`src/rtl/dm_store_buffer_if.sv`:
```
`default_nettype none
// ============================================================================
//  Module      : dm_store_buffer_if
//  Description : Request/response bundle between the MEM stage, the store
//                buffer and the data memory port.
//  Revision    : 1.0 - initial release
// ============================================================================
interface dm_store_buffer_if #(
  parameter int DEPTH = 4
);
  localparam int c_CW = $clog2(DEPTH) + 1;

  // Store request side
  logic            st_valid;
  logic [31:0]     st_addr;
  logic [31:0]     st_wd;
  logic [2:0]      st_op;
  logic            st_ready;

  // Load request side
  logic            ld_valid;
  logic [31:0]     ld_addr;
  logic [2:0]      ld_op;
  logic            ld_stall;

  // Data memory port
  logic [31:0]     dm_a;
  logic [31:0]     dm_wd;
  logic [2:0]      dm_op;
  logic            dm_we;

  // Occupancy status
  logic [c_CW-1:0] count;
  logic            empty;

  // Requester view (MEM stage plus DM observer)
  modport master (
    output st_valid, st_addr, st_wd, st_op,
    output ld_valid, ld_addr, ld_op,
    input  st_ready, ld_stall,
    input  dm_a, dm_wd, dm_op, dm_we,
    input  count, empty
  );

  // Store buffer view
  modport slave (
    input  st_valid, st_addr, st_wd, st_op,
    input  ld_valid, ld_addr, ld_op,
    output st_ready, ld_stall,
    output dm_a, dm_wd, dm_op, dm_we,
    output count, empty
  );
endinterface
`default_nettype wire

```
`src/rtl/dm_store_buffer.sv`:
```
`default_nettype none
// ============================================================================
//  Module      : dm_store_buffer
//  Description : FIFO write buffer in front of the data memory. Stores are
//                queued and drained one per cycle when the DM port is free;
//                loads pass straight through unless they hit a pending store
//                word, in which case they stall until that store has drained.
//  Revision    : 1.0 - initial release
// ============================================================================
module dm_store_buffer #(
  parameter int DEPTH = 4
) (
  input  logic             clk,
  input  logic             reset,
  dm_store_buffer_if.slave bus
);

  localparam int c_PW = (DEPTH > 1) ? $clog2(DEPTH) : 1;
  localparam int c_CW = c_PW + 1;

  // Entry storage
  logic [31:0]     r_addr [DEPTH];
  logic [31:0]     r_wd   [DEPTH];
  logic [2:0]      r_op   [DEPTH];

  // Queue bookkeeping
  logic [c_PW-1:0] r_head;
  logic [c_PW-1:0] r_tail;
  logic [c_CW-1:0] r_count;

  logic             w_empty;
  logic             w_ready;
  logic             w_push;
  logic             w_hit;
  logic             w_drain;
  logic             w_st_same_word;
  logic [DEPTH-1:0] w_match;

  logic [31:0]      w_dm_a;
  logic [31:0]      w_dm_wd;
  logic [2:0]       w_dm_op;
  logic             w_dm_we;

  assign w_empty = (r_count == '0);
  // Readiness looks at the current count only, so a full buffer refuses a
  // store even in a cycle where it also drains.
  assign w_ready = (r_count < c_CW'(DEPTH));
  assign w_push  = bus.st_valid && w_ready;

  // Per-entry word-address compare, qualified by occupancy. An entry is live
  // when its distance from head (mod DEPTH) is below the count.
  for (genvar gi = 0; gi < DEPTH; gi++) begin : g_match
    logic [c_PW-1:0] w_off;
    assign w_off       = c_PW'(gi) - r_head;
    assign w_match[gi] = ({1'b0, w_off} < r_count) &&
                         (r_addr[gi][31:2] == bus.ld_addr[31:2]);
  end

  // A store presented in the same cycle also counts as a hit, whether or
  // not it is accepted, so the load never overtakes it.
  assign w_st_same_word = bus.st_valid && (bus.st_addr[31:2] == bus.ld_addr[31:2]);
  assign w_hit          = bus.ld_valid && ((|w_match) || w_st_same_word);

  // Draining while stalled guarantees the blocking store eventually leaves.
  assign w_drain = !w_empty && (!bus.ld_valid || w_hit);

  // DM port mux: head entry when draining, otherwise the load passes through
  always_comb begin
    w_dm_we = 1'b0;
    w_dm_a  = bus.ld_addr;
    w_dm_op = bus.ld_op;
    w_dm_wd = '0;
    if (w_drain) begin
      w_dm_we = 1'b1;
      w_dm_a  = r_addr[r_head];
      w_dm_wd = r_wd[r_head];
      w_dm_op = r_op[r_head];
    end
  end

  // Pointer and occupancy update; reset discards pending stores
  always_ff @(posedge clk or posedge reset) begin
    if (reset) begin
      r_head  <= '0;
      r_tail  <= '0;
      r_count <= '0;
    end else begin
      if (w_push) begin
        r_tail <= r_tail + c_PW'(1);
      end
      if (w_drain) begin
        r_head <= r_head + c_PW'(1);
      end
      case ({w_push, w_drain})
        2'b10:   r_count <= r_count + c_CW'(1);
        2'b01:   r_count <= r_count - c_CW'(1);
        default: r_count <= r_count;
      endcase
    end
  end

  // Entry payload capture at the tail; payload needs no reset
  always_ff @(posedge clk) begin
    if (w_push) begin
      r_addr[r_tail] <= bus.st_addr;
      r_wd[r_tail]   <= bus.st_wd;
      r_op[r_tail]   <= bus.st_op;
    end
  end

  assign bus.st_ready = w_ready;
  assign bus.ld_stall = w_hit;
  assign bus.dm_a     = w_dm_a;
  assign bus.dm_wd    = w_dm_wd;
  assign bus.dm_op    = w_dm_op;
  assign bus.dm_we    = w_dm_we;
  assign bus.count    = r_count;
  assign bus.empty    = w_empty;

endmodule
`default_nettype wire

```
`src/flat_wrapper.sv`:
```
// flat-port wrapper written by rule: the top's interface ports become plain ports
module dm_store_buffer_flat 
#(
  parameter int DEPTH = 4
)
  (clk, reset, bus_st_valid, bus_st_addr, bus_st_wd, bus_st_op, bus_ld_valid, bus_ld_addr, bus_ld_op, bus_st_ready, bus_ld_stall, bus_dm_a, bus_dm_wd, bus_dm_op, bus_dm_we, bus_count, bus_empty);
  dm_store_buffer_if #(.DEPTH(DEPTH)) bus_i ();
  input  logic clk;
  input  logic reset;
  input wire logic [$bits(bus_i.st_valid)-1:0] bus_st_valid;
  input wire logic [$bits(bus_i.st_addr)-1:0] bus_st_addr;
  input wire logic [$bits(bus_i.st_wd)-1:0] bus_st_wd;
  input wire logic [$bits(bus_i.st_op)-1:0] bus_st_op;
  input wire logic [$bits(bus_i.ld_valid)-1:0] bus_ld_valid;
  input wire logic [$bits(bus_i.ld_addr)-1:0] bus_ld_addr;
  input wire logic [$bits(bus_i.ld_op)-1:0] bus_ld_op;
  output wire logic [$bits(bus_i.st_ready)-1:0] bus_st_ready;
  output wire logic [$bits(bus_i.ld_stall)-1:0] bus_ld_stall;
  output wire logic [$bits(bus_i.dm_a)-1:0] bus_dm_a;
  output wire logic [$bits(bus_i.dm_wd)-1:0] bus_dm_wd;
  output wire logic [$bits(bus_i.dm_op)-1:0] bus_dm_op;
  output wire logic [$bits(bus_i.dm_we)-1:0] bus_dm_we;
  output wire logic [$bits(bus_i.count)-1:0] bus_count;
  output wire logic [$bits(bus_i.empty)-1:0] bus_empty;
  assign bus_i.st_valid = bus_st_valid;
  assign bus_i.st_addr = bus_st_addr;
  assign bus_i.st_wd = bus_st_wd;
  assign bus_i.st_op = bus_st_op;
  assign bus_i.ld_valid = bus_ld_valid;
  assign bus_i.ld_addr = bus_ld_addr;
  assign bus_i.ld_op = bus_ld_op;
  assign bus_st_ready = bus_i.st_ready;
  assign bus_ld_stall = bus_i.ld_stall;
  assign bus_dm_a = bus_i.dm_a;
  assign bus_dm_wd = bus_i.dm_wd;
  assign bus_dm_op = bus_i.dm_op;
  assign bus_dm_we = bus_i.dm_we;
  assign bus_count = bus_i.count;
  assign bus_empty = bus_i.empty;
  dm_store_buffer #(.DEPTH(DEPTH)) u_core (.clk(clk), .reset(reset), .bus(bus_i));
endmodule
```
`config.mk`:
```
export PLATFORM = sky130hd
export DESIGN_NAME = dm_store_buffer_flat
export DESIGN_NICKNAME = d
export VERILOG_FILES = /design/src/rtl/dm_store_buffer_if.sv /design/src/rtl/dm_store_buffer.sv /design/src/flat_wrapper.sv
export SDC_FILE = /design/constraint.sdc
export NUM_CORES = 1
export LEC_CHECK = 0
export CAP_MARGIN = 0
export CORE_MARGIN = 1
export CORE_UTILIZATION = 25
export CTS_CLUSTER_SIZE = 30
export DETAILED_ROUTE_END_ITERATION = 7
export PLACE_DENSITY = 0.54
export SETUP_SLACK_MARGIN = 0.02
export SYNTH_ARGS = -nofsm -noshare
export SYNTH_HDL_FRONTEND = slang
export SYNTH_SLANG_ARGS = --single-unit
```
`constraint.sdc`:
```
create_clock -name clk -period 9.5 [get_ports clk]
set_input_delay 1.425 -clock clk [delete_from_list [all_inputs] [get_ports clk]]
set_output_delay 1.425 -clock clk [all_outputs]
set_load 0.01 [all_outputs]
```
# Yosys cells after proc, flatten, opt, wreduce, memory -nomap -nowiden
# Memory sizes are Yosys's and may differ from the RTL's.
# Index checks and enable logic that the tools add are counted.
[totals]
wordCells = 48
mem_count = 3
in_bits = 106
out_inout_bits = 74
mem_bits_rw = 268
reg_bits = 7
[classes]
n_reduce_logical = 15
eq_ne = 7
mux = 7
magnitude_cmp = 5
add_sub_neg = 8
[memory_table]
columns = ["name", "depth", "width", "rd", "rd_clocked_by_memory_dff", "write_ports", "line", "rtl"]
rows = [
  ["u_core.r_addr", 4, 32, 5, 0, 1, "dm_store_buffer.sv:22", "logic [31:0] r_addr [DEPTH];"],
  ["u_core.r_wd", 4, 32, 1, 0, 1, "dm_store_buffer.sv:23", "logic [31:0] r_wd [DEPTH];"],
  ["u_core.r_op", 4, 3, 1, 0, 1, "dm_store_buffer.sv:24", "logic [2:0] r_op [DEPTH];"],
]
[ops]
columns = ["operator", "n"]
rows = [
  ["$eq 30x30->1", 5],
  ["$mux 32", 2],
  ["$lt 2x3->1", 4],
  ["$logic_and 1x1->1", 8],
  ["$pmux 3 s2", 1],
  ["$add 2x1->2 const B", 2],
  ["$reduce_or 4->1", 1],
  ["$sub 1x2->2 const A", 2],
  ["$sub 2x2->2 const A", 2],
  ["$add 3x1->3 const B", 1],
  ["$logic_not 3->1", 1],
  ["$lt 3x3->1 const B", 1],
  ["$mux 1", 3],
  ["$mux 3", 1],
  ["$sub 3x1->3 const B", 1],
  ["$eq 2x1->1 const B", 1],
  ["$eq 2x2->1 const B", 1],
  ["$logic_not 1->1", 2],
  ["$logic_or 1x1->1", 2],
  ["$reduce_bool 2->1", 1],
]

# Logic depth before layout (Yosys ltp)
[depth]
word_depth = 10
mapped_depth = 20
ltp_nobuf = 15

# Worst setup path before layout
# Ideal clock, no wire load.
[synth_timing]
path_kind = "input-to-output"
from = "input port bus_ld_addr[30]"
to = "output port bus_dm_wd[23]"
path_stages = 10
setup_slack_ps = 4846
required_ps = 8075
n_path_buf = 3
arrival_time_ps = 3229
path_cell_list = "buf_2 > xor2_1 > a2111o_1 > a21oi_1 > nand3_1 > and3_1 > a31o_4 > buf_6 > buf_6 > nor2b_1"
[synth_between]
elab_chain_cells = 8
elab_cells_between_ends = 16
cone_classes = "eq/ne (5); mux (1); reduce/logical (10)"
[synth_lines]
columns = ["element", "line", "rtl"]
rows = [
  ["start: declaration", "flat_wrapper.sv:15", "input wire logic [$bits(bus_i.ld_addr)-1:0] bus_ld_addr;"],
  ["$eq 30x30->1", "dm_store_buffer.sv:56", "(r_addr[gi][31:2] == bus.ld_addr[31:2]);"],
  ["$logic_and 1x1->1", "dm_store_buffer.sv:55", "assign w_match[gi] = ({1'b0, w_off} < r_count) &&"],
  ["$reduce_or 4->1", "dm_store_buffer.sv:62", "assign w_hit = bus.ld_valid && ((|w_match) || w_st_same_word);"],
  ["$logic_or 1x1->1 (*)", "dm_store_buffer.sv:62", ""],
  ["$logic_and 1x1->1 (*)", "dm_store_buffer.sv:62", ""],
  ["$logic_or 1x1->1 (*)", "dm_store_buffer.sv:65", "assign w_drain = !w_empty && (!bus.ld_valid || w_hit);"],
  ["$logic_and 1x1->1 (*)", "dm_store_buffer.sv:65", ""],
  ["$mux 32 (*)", "dm_store_buffer.sv:73", "if (w_drain) begin"],
  ["end: declaration", "flat_wrapper.sv:20", "output wire logic [$bits(bus_i.dm_wd)-1:0] bus_dm_wd;"],
]
# Mark *: on every way between the ends. The rest lies on a longest branch, timed or not.

# Worst setup path after layout
[layout_timing]
from = "register u_core.r_head[0]"
to = "output port bus_dm_a[26]"
[layout_between]
elab_chain_cells = 9
elab_cells_between_ends = 19
cone_classes = "add/sub (4); order compare (4); mux (1); reduce/logical (9); memory (1)"
[layout_lines]
columns = ["element", "line", "rtl"]
rows = [
  ["start: declaration", "dm_store_buffer.sv:27", "logic [c_PW-1:0] r_head;"],
  ["start signal: assignment", "dm_store_buffer.sv:92", "r_head <= r_head + c_PW'(1);"],
  ["$sub 1x2->2 or $sub 2x2->2 (tied branches)", "dm_store_buffer.sv:54", "assign w_off = c_PW'(gi) - r_head;"],
  ["$lt 2x3->1", "dm_store_buffer.sv:55", ""],
  ["$logic_and 1x1->1", "dm_store_buffer.sv:55", ""],
  ["$reduce_or 4->1", "dm_store_buffer.sv:62", ""],
  ["$logic_or 1x1->1", "dm_store_buffer.sv:62", ""],
  ["$logic_and 1x1->1", "dm_store_buffer.sv:62", ""],
  ["$logic_or 1x1->1", "dm_store_buffer.sv:65", ""],
  ["$logic_and 1x1->1", "dm_store_buffer.sv:65", ""],
  ["$mux 32 (*)", "dm_store_buffer.sv:73", ""],
  ["end: declaration", "flat_wrapper.sv:19", "output wire logic [$bits(bus_i.dm_a)-1:0] bus_dm_a;"],
]
# Marked as above.

==> out/results.tsv <==
stage	metric	value	unit
global_route	grt_first_pass_wirelength	51180	um
global_route	grt_pass1_vias	7350	
cells_and_area	nets	1001	
timing	final.setup.tns	0	ns
clock_tree	clock_path_buffers	3	
global_route	grtUsageTotal	13.55	%
synth	yosys_warnings	0	
setup_path	reg2reg_from	u_core.r_head[0]$_DFFE_PP0N_	
clock_tree	cts_hold_buf	0	
cells_and_area	final_common_cell	edfxtp_1	
clock_tree	cts_tree	done	
synth	synth_seq_cells	275	
synth	ys_seq_area_share	64.43	%
detailed_routing	dr.pass1.iters	5	
cells_and_area	drive_gt1_share	17.97	%
power_and_ir_drop	power.share.clock	27.5	%
worst_hold_path	hold_class	register to register	
synth	async_flop_share	2.545	%
setup_path	path_max_fanout	53	
timing	min_period	6.855	ns
cells_and_area	seqCellArea	0.008230	mm2
cells_and_area	num_antenna_cells	0	
floorplanning	dieArea	0.05196	mm2
detailed_routing	num_vias	6946	
timing	max_freq	145.9	MHz
clock_tree	cts_resized	0	
floorplanning	die_w	228.0	um
power_and_ir_drop	p_per_area	264.0	mW/mm2
cells_and_area	multi_input_area	0.004227	mm2
timing	fin_crit_sh	72.16	%
global_route	grt_max_degree	54	
placed_design	place_hpwl	24230	um
cells_and_area	fillCellCount	4944	
synth	synthesis.area	0.01276	mm2
floorplanning	fp.dieH	228.0	um
clock_tree	root_buffer	clkbuf_16	
floorplanning	io_pins	180	
timing	hold_violations	0	
timing	setup_viol	0	
worst_hold_path	min-delay-start	u_core.r_tail[0]$_DFFE_PP0P_	
floorplanning	core-area	0.05027	mm2
detailed_routing	avgRoutedWirePerCell	22.34	um
global_route	grt-ovfl-total	0	
timing	rsz0062_at_grt	no	
power_and_ir_drop	netSwitchingFraction	30.52	%
cells_and_area	fin_util	32.20	%
power_and_ir_drop	seq_power_share	39.0	%
detailed_routing	drt_iter0_markers	570	
clock_tree	clock_latency	0.52	ns
cells_and_area	area_growth	26.84	%
detailed_routing	ant_nets	0	
power_and_ir_drop	ir_worst_vdd	0.1581	mV
synth	postSynthAreaPerCell	17.80	um2
detailed_routing	avgViaCountPerCell	4.399	
synth	synth-edff-count	268	
clock_tree	htreeDepth	2	
clock_tree	clock_sinks	275	
power_and_ir_drop	p_leak	5.193	nW
floorplanning	rows	82	
cells_and_area	mostFrequentLayoutCells	268 x edfxtp_1, 179 x clkdlybuf4s50_1, 101 x xnor2_1, 67 x mux4_2, 55 x xor2_1	
synth	synthFlopType	edfxtp_1	
placed_design	numPortBuffers	179	
clock_tree	clkTransAtPathRegs	0.05	ns
clock_tree	cts_buffers	34	
run	cap_violations	0	
timing	max-slew-margin-rel	36.19	%
setup_path	worst_setup_path_start_kind	register	
detailed_routing	drcViolationCount	0	
setup_path	startpoint	u_core.r_head[0]$_DFFE_PP0N_	
synth	syn_nets	833	
setup_path	crit_arrival	5.43	ns
synth	ys_types	34	
detailed_routing	drt_wl_total	35280	um
power_and_ir_drop	p_int	2.969	mW
timing	max_slew.worst_pin.slew	0.9499	ns
synth	synth_cells	717	
status	status	finished clean	
global_route	antenna_found_initial	2	
setup_path	worstSetupPathType	register to primary output	
setup_path	crit_required	8.08	ns
timing	fin_worst_skew	0.01624	ns
clock_tree	cts_setup_buffers	0	
power_and_ir_drop	combPwrFrac	33.5	%
floorplanning	initial_utilization	25.39	%
timing	finalMaxSlewViolations	0	
setup_path	end_kind	primary output	
placed_design	gp_congestion	0.8646	
power_and_ir_drop	p_sw	1.304	mW
-- path summary, 6_finish.rpt --
path | end | depth (start not counted) | slack, ns
max | bus_dm_a[26] | 10 | 2.65
min | u_core.r_tail[0]$_DFFE_PP0P_ | 2 | 0.65
max reg2reg | u_core.bus.count[2]$_DFFE_PP0P_ | 15 | 4.30
min reg2reg | u_core.r_tail[0]$_DFFE_PP0P_ | 2 | 0.65
max in group asynchronous | u_core.r_head[0]$_DFFE_PP0N_ | 2 | 8.04
min in group asynchronous | u_core.r_head[1]$_DFFE_PP0N_ | 2 | 1.16
-- per-stage QoR --
stage                     worst slack [ns]  hold slack, ns  total power, mW  instances  instance area [um2]
after global placement               2.784          0.6300            3.162       1521                15190
after detailed placement             2.779          0.6339            3.161       1521                15190
final                                2.645          0.6476            4.273       1579                16190
after global routing                 2.214          0.7003            4.486       1579                16190
after floorplan                      4.846          0.5796            2.524        717                12760
after CTS                            2.488          0.6464            4.362       1579                16190
-- Yosys cell counts (2+ instances only) --
master,n,share of area [%]
nand3_1,5,0.20
buf_6,5,0.44
nand2_1,2,0.059
mux4_2,67,12
edfxtp_1,268,63
xor2_1,55,3.8
dfrtp_1,7,1.4
nor2b_1,33,1.6
mux2_4,35,4.1
buf_2,19,0.75
xnor2_1,101,6.9
nor4_1,16,0.78
nand4_1,26,1.3
buf_4,3,0.18
ha_1,9,0.88
and2_1,4,0.20
clkbuf_1,26,0.76
nor3_1,4,0.16
a21oi_1,5,0.20
inv_1,13,0.38
-- layout make-up --
type,count,area share (%)
Clock inverter,16,0.5951
Multi-Input combinational cell,375,26.11
Timing Repair Buffer,186,11.39
Tap cell,672,5.194
Inverter,13,0.3014
Clock buffer,42,5.572
Sequential cell,275,50.84
-- worst max-delay path, cell delays in order, from the launching register on --
cell,delay [ns]
dfrtp_4,0.93
buf_4,0.76
inv_1,0.22
a21oi_1,0.37
a21oi_1,0.16
nand3_1,0.10
and3_1,0.24
a31o_4,0.40
buf_4,0.75
mux2_4,0.36
clkdlybuf4s50_1,0.48
-- power groups by stage --
stage                     combinational (mW)  clock, mW  sequential (mW)
after floorplan                        0.918          0             1.61
after global placement                  1.47          0             1.69
after detailed placement                1.46          0             1.70
after CTS                               1.47       1.21             1.68
after global routing                    1.54       1.26             1.69
final                                   1.43       1.18             1.67
-- state kept, by name (all words and copies together), names as in the netlist --
register / flops
u_core.r_head: 2
u_core.r_op: 12
u_core.r_addr: 128
u_core.r_wd: 128
u_core.r_tail: 2
u_core.bus.count: 3
-- per-layer routing --
layer | vias to the layer above | share of wire, % | wire (um) | global-route usage, %
met1 | 3546 | 44 | 15390 | 18.09
li1 | 3088 | - | - | -
met5 | - | 0.077 | 27 | 0
met2 | 261 | 47 | 16610 | 21.47
met3 | 47 | 6.9 | 2441 | 3.588
met4 | 4 | 2.3 | 806 | 4.132
-- cells by family (layout without fill, tap and decap cells) --
logic type | count (synthesis) | in the layout | share of synthesized area (%)
and+or+nand+nor | 92 | 92 | 4.362
xor gates and xnor gates | 157 | 157 | 10.83
DFF | 275 | 275 | 64.43
adders and majority gates | 10 | 10 | 1.039
AOI/OAI and AO/OA | 13 | 13 | 0.7843
muxes | 103 | 103 | 16.02
buffers and inverters | 67 | 257 | 2.539
Power figures use the tool's default switching activity.
